**src/rtl/fp32_result_drain.sv**
```systemverilog
// Result drain for one DSPFP32 PE: re-times FPA_OUT and its status flags to the
// issue strobe, buffers them in a FWFT FIFO and throttles issue with credits so
// no result is lost under any amount of consumer backpressure.
module fp32_result_drain #(
    parameter int unsigned LATENCY = 4,
    parameter int unsigned DEPTH   = 8
) (
    input  logic                    CLK,
    input  logic                    nRST,
    input  logic                    issue_valid,
    output logic                    issue_ready,
    input  logic [31:0]             fpa_out,
    input  logic                    fpa_invalid,
    input  logic                    fpa_overflow,
    input  logic                    fpa_underflow,
    output logic                    res_valid,
    input  logic                    res_ready,
    output logic [31:0]             res_data,
    output logic [2:0]              res_flags,
    output logic [2:0]              sticky_flags,
    input  logic                    sticky_clr,
    output logic [$clog2(DEPTH):0]  count
);

    localparam int unsigned AW = $clog2(DEPTH);
    localparam int unsigned CW = AW + 1;
    // Wide enough to hold count + inflight without wrapping.
    localparam int unsigned SW = $clog2(DEPTH + LATENCY + 1) + 1;

    logic [LATENCY-1:0] vld_sr_q, vld_sr_d;
    logic [AW-1:0]      wr_ptr_q, rd_ptr_q;
    logic [CW-1:0]      count_q, count_d;
    logic [2:0]         sticky_q, sticky_d;
    logic [34:0]        mem_q [DEPTH];
    logic [SW-1:0]      inflight;
    logic               accept, push, pop;

    // Credits: every result already buffered or still inside the DSP owns a slot.
    always_comb begin
        inflight = '0;
        for (int i = 0; i < LATENCY; i++) begin
            inflight = inflight + SW'(vld_sr_q[i]);
        end
        issue_ready = (SW'(count_q) + inflight) < SW'(DEPTH);
    end

    assign accept       = issue_valid & issue_ready;
    assign push         = vld_sr_q[LATENCY-1];
    assign res_valid    = (count_q != '0);
    assign pop          = res_valid & res_ready;
    assign res_data     = mem_q[rd_ptr_q][34:3];
    assign res_flags    = mem_q[rd_ptr_q][2:0];
    assign sticky_flags = sticky_q;
    assign count        = count_q;

    // Next state: valid delay line, occupancy and sticky flag accumulation.
    always_comb begin
        vld_sr_d = '0;
        for (int i = 1; i < LATENCY; i++) begin
            vld_sr_d[i] = vld_sr_q[i-1];
        end
        vld_sr_d[0] = accept;

        count_d = count_q;
        case ({push, pop})
            2'b10:   count_d = count_q + CW'(1);
            2'b01:   count_d = count_q - CW'(1);
            default: count_d = count_q;
        endcase

        // A flag pushed on the clearing edge survives the clear.
        sticky_d = (sticky_clr ? 3'b000 : sticky_q)
                 | (push ? {fpa_invalid, fpa_overflow, fpa_underflow} : 3'b000);
    end

    // State registers; a push can never find the FIFO full thanks to the credits.
    always_ff @(posedge CLK or negedge nRST) begin
        if (!nRST) begin
            vld_sr_q <= '0;
            wr_ptr_q <= '0;
            rd_ptr_q <= '0;
            count_q  <= '0;
            sticky_q <= '0;
            for (int i = 0; i < DEPTH; i++) begin
                mem_q[i] <= '0;
            end
        end else begin
            vld_sr_q <= vld_sr_d;
            count_q  <= count_d;
            sticky_q <= sticky_d;
            if (push) begin
                mem_q[wr_ptr_q] <= {fpa_out, fpa_invalid, fpa_overflow, fpa_underflow};
                wr_ptr_q        <= wr_ptr_q + AW'(1);
            end
            if (pop) begin
                rd_ptr_q <= rd_ptr_q + AW'(1);
            end
        end
    end

endmodule

```
**config.mk**
```make
export PLATFORM = sky130hd
export DESIGN_NAME = fp32_result_drain
export DESIGN_NICKNAME = d
export VERILOG_FILES = /design/src/rtl/fp32_result_drain.sv
export SDC_FILE = /design/constraint.sdc
export NUM_CORES = 1
export LEC_CHECK = 0
export BUFFER_PORTS_ARGS = -buffer_cell sky130_fd_sc_hd__buf_2
export CORE_MARGIN = 5
export CORE_UTILIZATION = 65
export CTS_BUF_LIST = sky130_fd_sc_hd__clkbuf_16
export CTS_CLUSTER_DIAMETER = 30
export CTS_CLUSTER_SIZE = 24
export DETAILED_ROUTE_END_ITERATION = 16
export GPL_TIMING_DRIVEN = 0
export PLACE_DENSITY = 0.82
export SLEW_MARGIN = 20
export SYNTH_ARGS = -nofsm -noshare
export SYNTH_HDL_FRONTEND = slang
export SYNTH_SLANG_ARGS = --single-unit
```
**constraint.sdc**
```tcl
create_clock -name CLK -period 4.6 [get_ports CLK]
set_input_delay 0.23 -clock CLK [delete_from_list [all_inputs] [get_ports CLK]]
set_output_delay 0.23 -clock CLK [all_outputs]
set_load 0.05 [all_outputs]
```
==> impl_metrics.ini, run 1 <==
[global_route]
grt_max_degree = 111
grt_pass1_wl_mm = 49.0
grt_use_total = 0.261
overflow = 0
grt_antenna_before_repair = 2
grt_pass1_vias = 8970

[synth]
synth_most_common_cell = mux2_2
synthTopCellsByCount = mux2_2 (308), dfrtp_1 (297), mux4_2 (70)
ys_seq_elements = 297
seq_area_frac_synth = 0.554
netlist_instances = 795
synth.distinct_cells = 38
yosys_most_used_dff = dfrtp_1
ys_top_cells_by_area = dfrtp_1 (55%), mux2_2 (26%), mux4_2 (12%)
synth_area_leader_cell = dfrtp_1
synth_edf_count = 0
netlist.area_leader.share = 0.554
netlist_area_sq_um = 13400
ys_warn_count = 0
syn_area_per_cell_sq_um = 16.9
synth_nets = 843
synthArstFlopShare = 1.00

[die]
rows = 52
start_util = 0.661
dieWidth_um = 154
io_pins = 84
dieArea_sq_um = 23600
die_y_um = 154
coreArea_sq_um = 20300

[route]
wl_mm = 29.4
met1_length_mm = 12.2
firstDrtPassIters = 6
highest_layer = met5
final_antenna_net_count = 0
routed_via_density = 6.06
drc = 0
first_iter_violations = 382
routed-wl-met3_mm = 1.21
num_vias = 7573
wl_met2_mm = 15.4
wl_per_cell_um = 23.5

[worst_setup_path]
critPathCaptureType = output port
path_max_fanout = 10
cp_data_arrival_time_ps = 2840
criticalPathCategory = flop to output port
worstPathRequired_ps = 4370
setup.worst_path.start_class = flop
r2r_slack_ps = 1870

[clock_tree]
max-clock-path-buffers = 3
clkTransAtPathRegs_ps = 50
cts-resized-gates = 0
cts_setup_buffers = 0
cts_tree = done
cts_max_level = 2
clkLatencyLatePin_ps = 550
cts_root_buf = clkbuf_16
postCtsHoldBufs = 5
clkSinkCount = 297
cts_buffers = 52

[timing]
hold_violations = 0
fin_crit_sh = 0.668
slew-limit-headroom = 0.448
rsz0062_at_grt = false
clock_skew_ps = 16.3
maxSlewViolCount = 0
worst_pin_slew_ps = 829
timing.final.crit_period_ps = 3070
setup_viol = 0
max_clock_freq_mhz = 326

[final_layout]
nNetsFinal = 987
final_util = 0.793
drive_gt1_frac = 0.602
syn2layout_area_growth_pct = 20.0
fillers = 1098

[run_status]
status = completed

[min_path]
hold_class = primary input to flop

[job]
drv_cap = 0

[place]
hpwl_mm = 18.0
portBuffers = 83
gp_congestion = 0.763
-- critical path, cell delays in order (launching register included) --
cell	delay (ps)
dfrtp_1	340
clkbuf_1	350
clkbuf_1	660
mux4_2	430
mux2_2	300
buf_2	220
-- kinds of logic (layout without fill, tap and decap cells) --
family | count (synthesis) | count (layout) | synth area share
flip-flops | 297 | 297 | 0.554
AO/OA/AOI/OAI | 14 | 14 | 0.00691
AND/OR/NAND/NOR | 24 | 24 | 0.0177
other | 0 | 1 | 0
multiplexers | 389 | 389 | 0.385
buffers and inverters | 56 | 240 | 0.0230
adder cells (fa/ha/maj) | 8 | 8 | 0.00803
XOR/XNOR | 7 | 7 | 0.00457
-- metrics by stage --
stage | worst slack (ps) | hold slack, ps | instances | setup TNS, ps | cell area [sq um]
final | 1530 | 5.32 | 1250 | 0 | 16100
after global routing | 1430 | 25.9 | 1250 | 0 | 16100
after CTS | 1530 | 0.200 | 1249 | 0 | 16100
after floorplan | 1580 | -65.6 | 795 | 0 | 13400
after global placement | -1540 | 364 | 1148 | -448630 | 14200
after detailed placement | 1920 | 242 | 1150 | 0 | 14200
-- worst paths after layout --
kind                                              start                       to  cells past startpoint
min in group asynchronous                          nRST    mem_q[42]$_DFFE_PN0P_                      2
worst min-delay path                          res_ready  rd_ptr_q[2]$_DFFE_PN0N_                      3
worst max register to register     count[1]$_DFFE_PN0P_     count[2]$_DFFE_PN0P_                     10
worst max-delay path            rd_ptr_q[1]$_DFFE_PN0N_             res_flags[0]                      5
max in group asynchronous                          nRST   mem_q[166]$_DFFE_PN0P_                      4
worst min register to register    vld_sr_q[1]$_DFF_PN0_    vld_sr_q[2]$_DFF_PN0_                      0
-- state kept, by name (all words and copies together) (netlist names) --
name and count:
count 4, mem_q 280, rd_ptr_q 3, sticky_flags 3
vld_sr_q 4, wr_ptr_q 3
-- cells in the final DEF (no fill, tap or decap), drive strengths merged, types with 2 or more instances in the layout --
cell type    count
xor2             2
nand4b           3
nand2            6
clkinv          18
a21o             2
bufinv          11
buf            124
mux4            70
nor3             2
dlygate4sd3      5
nor3b            2
nand2b           2
xnor2            5
clkinvlp         3
o21ai            3
ha               7
a21oi            4
dfrtp          297
clkbuf          64
mux2           318
nor2             2
inv             15
-- cell type report --
class	instances	area, sq um	area share
clock inverters	41	490	0.0305
well taps	270	338	0.0210
diodes	1	2.50	0.000155
inverters	6	22.5	0.00140
multi-input cells	442	5670	0.352
flip-flops and latches	297	7430	0.462
repair buffers	90	531	0.0330
plain buffers	50	287	0.0178
clock buffers	53	1330	0.0824
-- per-layer routing --
metal | up-vias | track usage
met2 | 170 | 0.445
met5 | - | 0
met3 | 56 | 0.0492
li1 | 3284 | -
met1 | 4061 | 0.347
met4 | 2 | 0.0744
Power of run 1 is left out: the tool's default activity adds up to more than one toggle a clock period on the data nets, which glitch-free logic cannot reach.
==> run 2, diff against run 1 <==
--- a/config.mk
+++ b/config.mk
@@ -5,15 +5,16 @@
 export SDC_FILE = /design/constraint.sdc
 export NUM_CORES = 1
 export LEC_CHECK = 0
+export ABC_AREA = 1
 export BUFFER_PORTS_ARGS = -buffer_cell sky130_fd_sc_hd__buf_2
 export CORE_MARGIN = 5
-export CORE_UTILIZATION = 65
+export CORE_UTILIZATION = 61
 export CTS_BUF_LIST = sky130_fd_sc_hd__clkbuf_16
 export CTS_CLUSTER_DIAMETER = 30
 export CTS_CLUSTER_SIZE = 24
 export DETAILED_ROUTE_END_ITERATION = 16
 export GPL_TIMING_DRIVEN = 0
-export PLACE_DENSITY = 0.82
+export PLACE_DENSITY = 0.77
 export SLEW_MARGIN = 20
 export SYNTH_ARGS = -nofsm -noshare
 export SYNTH_HDL_FRONTEND = slang
==> constraint.sdc (replaced) <==
create_clock -name CLK -period 3.2 [get_ports CLK]
set_input_delay 0.16 -clock CLK [delete_from_list [all_inputs] [get_ports CLK]]
set_output_delay 0.16 -clock CLK [all_outputs]
set_load 0.05 [all_outputs]
==> run 2 against run 1 <==
- the run now ends with negative hold slack left
- first-iteration DRC count grew to 3.7 times the previous value
- final area is 1.1% lower
- clock skew shrank 1.5 ps
- die area up 4.4%
- cell count rose by 67%
- non-clock buffer count grew 71
- setup slack worse by 1300 ps
- critical endpoint is now res_data[11]
- largest cell class unchanged
==> impl_metrics.ini, run 2 <==
[run_status]
status = complete, but fails checks
violations = negative hold slack

[synth]
syn_area_per_cell_sq_um = 8.18
netlist_instances = 1610
seq_area_frac_synth = 0.564
synth_nets = 1658
synthTopCellsByCount = o21ai_0 (411), nand2_1 (378), dfrtp_1 (297)
netlist.area_leader.share = 0.564
synth_most_common_cell = o21ai_0
ys_top_cells_by_area = dfrtp_1 (56%), o21ai_0 (16%), nand2_1 (11%)
ys_warn_count = 0
netlist_area_sq_um = 13200
synthArstFlopShare = 1.00
synth_edf_count = 0
synth_area_leader_cell = dfrtp_1
yosys_most_used_dff = dfrtp_1
synth.distinct_cells = 23
ys_seq_elements = 297

[pwr]
p_per_area_nw_per_um2 = 1330
leakage_nw = 7.72
p_total_mw = 21.2
ir_drop_mv = 1.39

[timing]
hold_ws_ps = -0.341
fin_crit_sh = 0.933
worst_pin_slew_ps = 699
rsz0062_at_grt = false
max_clock_freq_mhz = 335
clock_skew_ps = 14.8
hold_violations = 1
maxSlewViolCount = 0
setup_viol = 0
timing.final.crit_period_ps = 2990
slew-limit-headroom = 0.534

[global_route]
grt_pass1_vias = 12400
met2_usage = 0.525
grt_pass1_wl_mm = 63.6
grt_busiest_layer = met2
grt_use_met1 = 0.436
overflow = 0
grt_use_total = 0.325
use_met3 = 0.0610
grt_antenna_before_repair = 0
grt_max_degree = 80

[min_path]
hold_path_depth = 3
hold_class = primary input to flop
hold_end = mem_q[32]$_DFFE_PN0P_
hp-start = fpa_out[29]

[worst_setup_path]
reg2reg_to = count[2]$_DFFE_PN0P_
reg2reg_from = count[2]$_DFFE_PN0P_
r2r_cells = 11
setup.worst_path.start_class = flop
startpoint = rd_ptr_q[0]$_DFFE_PN0N_
r2r_slack_ps = 1130
criticalPathCategory = flop to output port
critPathCaptureType = output port
path_max_fanout = 10
cp_data_arrival_time_ps = 2830
worstPathRequired_ps = 3040

[die]
rows = 53
io_pins = 84
start_util = 0.623
coreArea_sq_um = 21200
dieWidth_um = 157
dieArea_sq_um = 24600
die_y_um = 157

[clock_tree]
clkSinkCount = 297
max-clock-path-buffers = 3
clkLatencyLatePin_ps = 550
cts_buffers = 56
cts_max_level = 2
cts_root_buf = clkbuf_16
clkTransAtPathRegs_ps = 40
cts_tree = done

[route]
wl_per_cell_um = 18.9
wl_mm = 39.4
drc = 0
routed_via_density = 5.86
final_antenna_net_count = 0
num_vias = 12300
firstDrtPassIters = 5
first_iter_violations = 1406

[final_layout]
layout_common_cells = o21ai_0 (411), nand2_1 (378), dfrtp_1 (297)
instances_no_fill = 2090
layout_commonest_cell = o21ai_0
final_util = 0.752
nNetsFinal = 1819
antenna_cells = 0
drive_gt1_frac = 0.109
largest_reg_flops = 280
top_register = mem_q
syn2layout_area_growth_pct = 20.8

[job]
drv_cap = 0

[place]
place_inst = 1971
hpwl_mm = 25.3
gp_congestion = 0.862
portBuffers = 83
## run 2: timing repair
action	4_1_cts	5_1_grt
endpoints found under the setup margin	0	0
endpoints found under the hold margin	115	0
setup buffers	0	0
hold buffers	17	0
gates resized for setup	0	0
## run 2: layer usage
layer	routed length (um)	vias up
met5	0	-
met4	1370	0
met3	3740	120
met2	18900	659
met1	15400	5879
li1	-	5593
## run 2: cells by family after synthesis
kind of cell	share of synthesized area
and+or+nand+nor	0.183
xor gates and xnor gates	0.00465
adders and majority gates	0.00817
buffers and inverters	0.0499
DFF	0.564
AOI/OAI and AO/OA	0.190
## run 2: per-stage QoR
step / cell area, sq um / TNS (ps) / hold WS, ps / setup WS [ps]
after floorplan: 13200 / 0 / -136 / 677
after global placement: 13900 / -1037020 / 363 / -3520
after detailed placement: 14000 / 0 / 184 / 819
after CTS: 15900 / 0 / 0.0860 / 234
after global routing: 15900 / 0 / 20.8 / 105
final: 15900 / 0 / -0.341 / 215
## run 2: worst max-delay path: stages (launching register included)
cell      delay [ps]
dfrtp_1          530
inv_2            180
buf_4            220
clkbuf_1         560
nor2_1           110
o21ai_1          210
nand2_1           70
nand2_1          120
buf_2            270
## run 2: how the worst max path moves through the flow
stage / cells past startpoint / to / slack (ps)
6_report: 8 / res_data[11] / 210
5_1_grt: 8 / res_data[0] / 110
4_1_cts: 8 / res_data[6] / 230
3_5_place_dp: 8 / res_data[6] / 820
3_3_place_gp: 1 / mem_q[58]$_DFFE_PN0P_ / -3520
2_1_floorplan: 12 / count[2]$_DFFE_PN0P_ / 680
## run 2: area by class of cell
class	count	area, sq um
multi-input cells	1152	5090
clock buffers	57	1430
plain buffers	108	458
well taps	275	344
fillers	1587	5240
clock inverters	45	289
repair buffers	103	678
flip-flops and latches	297	7430
inverters	53	199
## run 2: where the power goes
group          total (mW)  switching (mW)  internal, mW
clock                5.27            1.85          3.42
combinational        9.13            6.52          2.60
sequential           6.77            1.10          5.67
total                21.2            9.48          11.7
No activity file was read; power rests on OpenSTA's default activity.
